[config.mk]
export PLATFORM = sky130hd
export DESIGN_NAME = clock_ctrl
export DESIGN_NICKNAME = d
export VERILOG_FILES = /design/src/rtl/clock_ctrl_pkg.sv /design/src/rtl/clock_ctrl_bkpt_match.sv /design/src/rtl/clock_ctrl.sv
export SDC_FILE = /design/constraint.sdc
export NUM_CORES = 1
export LEC_CHECK = 0
export ABC_AREA = 1
export BUFFER_PORTS_ARGS = -buffer_cell sky130_fd_sc_hd__buf_2
export CORE_MARGIN = 5
export CORE_UTILIZATION = 50
export DETAILED_ROUTE_END_ITERATION = 7
export GPL_TIMING_DRIVEN = 0
export PLACE_DENSITY = 0.83
export SYNTH_ARGS = -nofsm -noshare
export SYNTH_HDL_FRONTEND = slang
export SYNTH_SLANG_ARGS = --single-unit
[constraint.sdc]
create_clock -name clk -period 2.3 [get_ports clk]
set_input_delay 0.46 -clock clk [delete_from_list [all_inputs] [get_ports clk]]
set_output_delay 0.46 -clock clk [all_outputs]
set_load 0.03 [all_outputs]
[src/rtl/clock_ctrl_pkg.sv]
`default_nettype none
// ============================================================================
//  Module      : clock_ctrl_pkg
//  Description : Shared definitions for the CPU clock controller: parameter
//                defaults, FSM state type and encodings, and small helpers.
//  Contents    : c_CNT_W_DEF   default burst counter width
//                c_SEL_W_DEF   default divider select width
//                c_ADDR_W      breakpoint / CPU address width
//                state_t       FSM state type (also the 'mode' output)
//                c_ST_*        FSM state encodings
//  Revision    : 1.0  initial release
// ============================================================================
package clock_ctrl_pkg;

    localparam int c_CNT_W_DEF = 16;
    localparam int c_SEL_W_DEF = 3;
    localparam int c_ADDR_W    = 16;

    // The encodings are visible on the 'mode' output, so they are part of
    // the external interface and must not be reordered.
    typedef logic [1:0] state_t;

    localparam logic [1:0] c_ST_STOPPED = 2'd0;
    localparam logic [1:0] c_ST_RUN     = 2'd1;
    localparam logic [1:0] c_ST_STEP    = 2'd2;
    localparam logic [1:0] c_ST_BURST   = 2'd3;

    // Single-step is deliberately exempt from breakpoints so a debugger can
    // step off the breakpoint address.
    function automatic logic bkpt_armed(input state_t s);
        return (s == c_ST_RUN) || (s == c_ST_BURST);
    endfunction

endpackage : clock_ctrl_pkg
`default_nettype wire

[src/rtl/clock_ctrl_bkpt_match.sv]
`default_nettype none
// ============================================================================
//  Module      : bkpt_match
//  Description : Combinational breakpoint comparator, gated by an enable.
//  Ports       : en         in   qualifies the compare (enable and cycle end)
//                bkpt_addr  in   programmed breakpoint address
//                cpu_addr   in   current CPU address
//                match      out  en and addresses equal
//  Revision    : 1.0  initial release
// ============================================================================
module bkpt_match
    import clock_ctrl_pkg::*;
(
    input  logic                en,
    input  logic [c_ADDR_W-1:0] bkpt_addr,
    input  logic [c_ADDR_W-1:0] cpu_addr,
    output logic                match
);

    assign match = en && (cpu_addr == bkpt_addr);

endmodule : bkpt_match
`default_nettype wire

[src/rtl/clock_ctrl.sv]
`default_nettype none
// ============================================================================
//  Module      : clock_ctrl
//  Description : Debug clock controller for a CPU. Sequences free-run,
//                single-step and counted-burst execution, halts on a
//                breakpoint, and retimes divider select changes so they only
//                take effect between CPU cycles.
//  Ports       : clk        in   system clock, rising edge
//                arst       in   synchronous active-high reset
//                run_req    in   pulse: free run
//                stop_req   in   pulse: halt (highest priority)
//                step_req   in   pulse: run one CPU cycle
//                burst_req  in   pulse: run burst_len CPU cycles
//                burst_len  in   burst length, sampled with burst_req
//                sel_wr     in   pulse: write sel_in to pending select
//                sel_in     in   requested divider tap
//                cyc_end    in   pulse: CPU cycle completed
//                bkpt_en    in   breakpoint enable (level)
//                bkpt_addr  in   breakpoint address
//                cpu_addr   in   CPU address, valid with cyc_end
//                clk_sel    out  divider select to the clock generator
//                stop_clk   out  freeze request to the clock generator
//                mode       out  current FSM state
//                bkpt_hit   out  last halt was caused by the breakpoint
//                cyc_left   out  remaining burst cycles
//  Revision    : 1.0  initial release
// ============================================================================
module clock_ctrl
    import clock_ctrl_pkg::*;
#(
    parameter int CNT_W = c_CNT_W_DEF,
    parameter int SEL_W = c_SEL_W_DEF
) (
    input  logic                clk,
    input  logic                arst,
    input  logic                run_req,
    input  logic                stop_req,
    input  logic                step_req,
    input  logic                burst_req,
    input  logic [CNT_W-1:0]    burst_len,
    input  logic                sel_wr,
    input  logic [SEL_W-1:0]    sel_in,
    input  logic                cyc_end,
    input  logic                bkpt_en,
    input  logic [c_ADDR_W-1:0] bkpt_addr,
    input  logic [c_ADDR_W-1:0] cpu_addr,
    output logic [SEL_W-1:0]    clk_sel,
    output logic                stop_clk,
    output logic [1:0]          mode,
    output logic                bkpt_hit,
    output logic [CNT_W-1:0]    cyc_left
);

    // ------------------------------------------------------------------------
    // State
    // ------------------------------------------------------------------------
    state_t             r_state;
    logic               r_stop_clk;
    logic               r_bkpt_hit;
    logic [CNT_W-1:0]   r_cyc_left;
    logic [SEL_W-1:0]   r_sel_pend;
    logic [SEL_W-1:0]   r_clk_sel;

    state_t             w_state_nxt;
    logic               w_bkpt_hit_nxt;
    logic [CNT_W-1:0]   w_cyc_left_nxt;
    logic               w_bp_match;
    logic               w_bp_halt;
    logic               w_last_cycle;

    // ------------------------------------------------------------------------
    // Breakpoint compare: only meaningful at the end of a CPU cycle, when
    // cpu_addr is valid.
    // ------------------------------------------------------------------------
    bkpt_match u_bkpt_match (
        .en        (bkpt_en && cyc_end),
        .bkpt_addr (bkpt_addr),
        .cpu_addr  (cpu_addr),
        .match     (w_bp_match)
    );

    assign w_bp_halt    = w_bp_match && bkpt_armed(r_state);
    assign w_last_cycle = (r_cyc_left == CNT_W'(1));

    // ------------------------------------------------------------------------
    // Next-state logic
    // ------------------------------------------------------------------------
    always_comb begin
        w_state_nxt    = r_state;
        w_cyc_left_nxt = r_cyc_left;
        w_bkpt_hit_nxt = r_bkpt_hit;

        case (r_state)
            c_ST_STOPPED: begin
                // A concurrent stop_req cancels every other request.
                if (!stop_req) begin
                    if (run_req) begin
                        w_state_nxt = c_ST_RUN;
                    end else if (step_req) begin
                        w_state_nxt = c_ST_STEP;
                    end else if (burst_req && (burst_len != '0)) begin
                        w_state_nxt    = c_ST_BURST;
                        w_cyc_left_nxt = burst_len;
                    end
                end
            end

            c_ST_RUN: begin
                if (stop_req || w_bp_halt) begin
                    w_state_nxt = c_ST_STOPPED;
                end
            end

            c_ST_STEP: begin
                if (stop_req || cyc_end) begin
                    w_state_nxt = c_ST_STOPPED;
                end
            end

            c_ST_BURST: begin
                // The count tracks completed CPU cycles, so it still
                // decrements on a cycle that also hits the breakpoint.
                if (cyc_end) begin
                    w_cyc_left_nxt = r_cyc_left - CNT_W'(1);
                end
                if (stop_req || w_bp_halt || (cyc_end && w_last_cycle)) begin
                    w_state_nxt = c_ST_STOPPED;
                end
            end

            default: begin
                w_state_nxt = c_ST_STOPPED;
            end
        endcase

        // Any accepted start request begins a new session, forgetting the
        // reason for the previous halt.
        if ((r_state == c_ST_STOPPED) && (w_state_nxt != c_ST_STOPPED)) begin
            w_bkpt_hit_nxt = 1'b0;
        end
        // A breakpoint halt is recorded even when stop_req arrives together.
        if (w_bp_halt) begin
            w_bkpt_hit_nxt = 1'b1;
        end
    end

    // ------------------------------------------------------------------------
    // Registers
    // ------------------------------------------------------------------------
    always_ff @(posedge clk) begin
        if (arst) begin
            r_state    <= c_ST_STOPPED;
            r_stop_clk <= 1'b1;
            r_bkpt_hit <= 1'b0;
            r_cyc_left <= '0;
            r_sel_pend <= '0;
            r_clk_sel  <= '0;
        end else begin
            r_state    <= w_state_nxt;
            // Registered from the next state so the freeze tracks mode
            // exactly without a combinational path to the clock generator.
            r_stop_clk <= (w_state_nxt == c_ST_STOPPED);
            r_bkpt_hit <= w_bkpt_hit_nxt;
            r_cyc_left <= w_cyc_left_nxt;

            // The divider may only retune while the CPU is frozen or at a
            // cycle boundary; the value transferred is the one pending
            // before this edge's sel_wr.
            if ((r_state == c_ST_STOPPED) || cyc_end) begin
                r_clk_sel <= r_sel_pend;
            end
            if (sel_wr) begin
                r_sel_pend <= sel_in;
            end
        end
    end

    // ------------------------------------------------------------------------
    // Outputs
    // ------------------------------------------------------------------------
    assign clk_sel  = r_clk_sel;
    assign stop_clk = r_stop_clk;
    assign mode     = r_state;
    assign bkpt_hit = r_bkpt_hit;
    assign cyc_left = r_cyc_left;

endmodule : clock_ctrl
`default_nettype wire

==> impl_results.md <==
- Row Count: 23
- Outcome: completed
- Routed Antenna Nets: 0
- Synth top area cells: dfxtp_1, nand2_1, nor2_1
- Area leader, netlist: dfxtp_1
- CTS root buf: clkbuf_8
- Peak Freq: 593 MHz
- Initial antenna violation count: 0
- Post_cts resized: 0
- Final setup viols: 0
- Average cell area after synthesis: 5.83 um2
- Max stage delay on crit path: 0.34 ns
- Fin crit share: 0.733
- Clock H-tree levels: 1
- IO Port Bufs: 81
- Gpl congestion: 0.882
- Max_slew headroom: 0.677
- FF/Latch Area: between 500 and 600 um2
- Starting Density: 0.508
- TNS Setup: 0 ns
- Total gr overflow: 0
- Most numerous cell in the Yosys netlist: nand2_1
- Cells along the critical path: inv_1, ha_1, nand2_1, nor2_2, nand2_2, nor2_1, a21oi_1, o21ai_0, a21oi_1
- CP Launch Type: flop
- Diodes inserted: 0
- CTS tree: built
- Cells after Synth: 341
- Seq/Total Area, Yosys: 0.262
- Cts bufs inserted: 3
- Post-synth ARST share: 0
- Crit path top cell by count: a21oi_1
- Full die area: 0.00534 mm2
- Hold WS: around 0.41 ns
- CP bufs+invs: 1
- Core Region: 0.00391 mm2
- Area grow syn2layout: 27.1%
- Gr usage total: 0.212
- Yosys reg bits: 26
- CTS sink count: 26
- Layout Nets: 489
- Worst Tran Pin Value: 0.484 ns
- CTS max path bufs: 2
- Synth Flop Type: dfxtp_1
- Minimum clock period: between 1.5 and 2 ns
- Largest net degree at the start of global routing: 16
- PwrDens: 587 mW/mm2
- Total power: around 1500 uW
- Die width: 73.1 um
- Skew-Pair Late Insertion Delay: 0.28 ns
- Critical path's slowest cell: dfxtp_1
- RSZ-0062 raised after global routing: no
- Final Slew Violations: 0
- Synthesis Warnings: 0
- Vias per Instance: 4.94
- Hold buffer count at CTS: 0
- Library cells used by synthesis: 27
- Final Util: 0.646
- Max_cap viols: 0
- Syn Nets: 403
- Critical path class: flop to flop
- CP endpoint kind: flop
- Post-synth EDFFs: 0
- Min-delay worst type: primary input to flop
- Peak supply drop: 486 uV
- Filler cells: 392
- Critical Path RT: 2.46 ns
- Synth cell count leaders: nand2_1, nor2_1, inv_1
- Cell family with most CP delay: simple AND/OR/NAND/NOR gates
- Routed WL per cell: 11.9 um
- DRC viols: 0
- Pleak: 0.00145 uW
- Postcts setup bufs: 0
- Pre-antenna DRT Iters: 4
- Mapped Area: between 0.0015 and 0.002 mm2
- Layout cells sized above 1: 0.263
- Dpl hpwl: 4520 um
- Clock slew at reported path FFs: 0.10 ns
- Final clock skew: 0.00929 ns
- Arrival @ worst endpoint: 1.85 ns
- Die Height: about 73 um
- Share of the synthesized area in the top cell type: 0.262
- Vias in the first global route: 2186
- Final wirelength: approximately 5700 um
- Number of DRC markers in iteration 0: between 150 and 200
- Ports: 83
- First-pass GRT wire length: 9110 um
- CP max FO: 5
- Area of the multi-input gates: ~0.0012 mm2
- Vias post-DR: 2350
- Final Hold Vio Count: 0
==> worst paths after layout <==
check | start | to | slack, ns | cells past startpoint
worst min register to register | clk_sel[0] | clk_sel[0] | 0.49 | 2
worst min-delay path | sel_in[0] | r_sel_pend[0] | 0.41 | 3
worst max-delay path | cyc_left[0] | cyc_left[8] | 0.61 | 9
worst max register to register | cyc_left[0] | cyc_left[8] | 0.61 | 9
==> flip-flops by register name, summed over array words and instances, names as in the netlist <==
name        count
cyc_left       16
clk_sel         3
r_sel_pend      3
mode            2
bkpt_hit        1
stop_clk        1
==> kinds of logic after synthesis <==
kind of cell	share of synthesized area
AO/OA/AOI/OAI	0.160
XOR/XNOR	0.0396
adder cells (fa/ha/maj)	0.0126
buffers and inverters	0.125
flip-flops	0.262
AND/OR/NAND/NOR	0.402
==> final cells by class <==
class	count	area share
inverters	52	0.0777
clock buffers	3	0.0163
clock inverters	1	0.0119
well taps	50	0.0247
repair buffers	81	0.160
multi-input cells	256	0.483
plain buffers	7	0.0203
flip-flops and latches	26	0.206
==> where the power goes <==
part | internal (uW) | leakage [uW] | total, uW | switching (uW)
logic | 202 | 0.00120 | 569 | 367
registers | 489 | 0.000213 | 529 | 40.5
clock network | 233 | 0.0000357 | 385 | 152
total | 924 | 0.00145 | 1480 | 559
==> cells in the final DEF (no fill, tap or decap), types with 5 or more instances in the layout <==
cell | synthesis | final
dfxtp_1 | 26 | 26
o21ai_0 | 23 | 23
nand3_1 | 16 | 16
buf_2 | 2 | 83
xnor2_1 | 8 | 8
inv_1 | 50 | 50
a21oi_1 | 22 | 22
nand2_1 | 96 | 96
nor2_1 | 64 | 64
nand2_2 | 5 | 5
nor2_2 | 5 | 5
==> worst reg2reg max path, cell delays in order, from the launching register on <==
cell and delay [ns]:
dfxtp_1 0.34, inv_1 0.11, ha_1 0.19, nand2_1 0.08, nor2_2 0.14, nand2_2 0.11, nor2_1 0.18, a21oi_1 0.09
o21ai_0 0.21, a21oi_1 0.12
==> layer usage <==
| layer | wire [um] | vias to the layer above | GRT usage | part of all wire |
|---|---|---|---|---|
| li1 | - | 1214 | - | - |
| met1 | 2280 | 1040 | 0.251 | 0.40 |
| met2 | 2880 | 94 | 0.381 | 0.51 |
| met3 | 493 | 2 | 0.0496 | 0.087 |
| met4 | 17 | 0 | 0.0492 | 0.0030 |
| met5 | 0 | - | 0 | 0 |
==> through the flow <==
stage                     setup slack (ns)  std cells  cell area [um2]
after floorplan                      0.657        341             1990
after global placement               0.468        472             2460
after detailed placement             0.454        472             2460
after CTS                            0.644        476             2530
after global routing                 0.463        476             2530
final                                0.614        476             2530
Power figures use the tool's default switching activity.
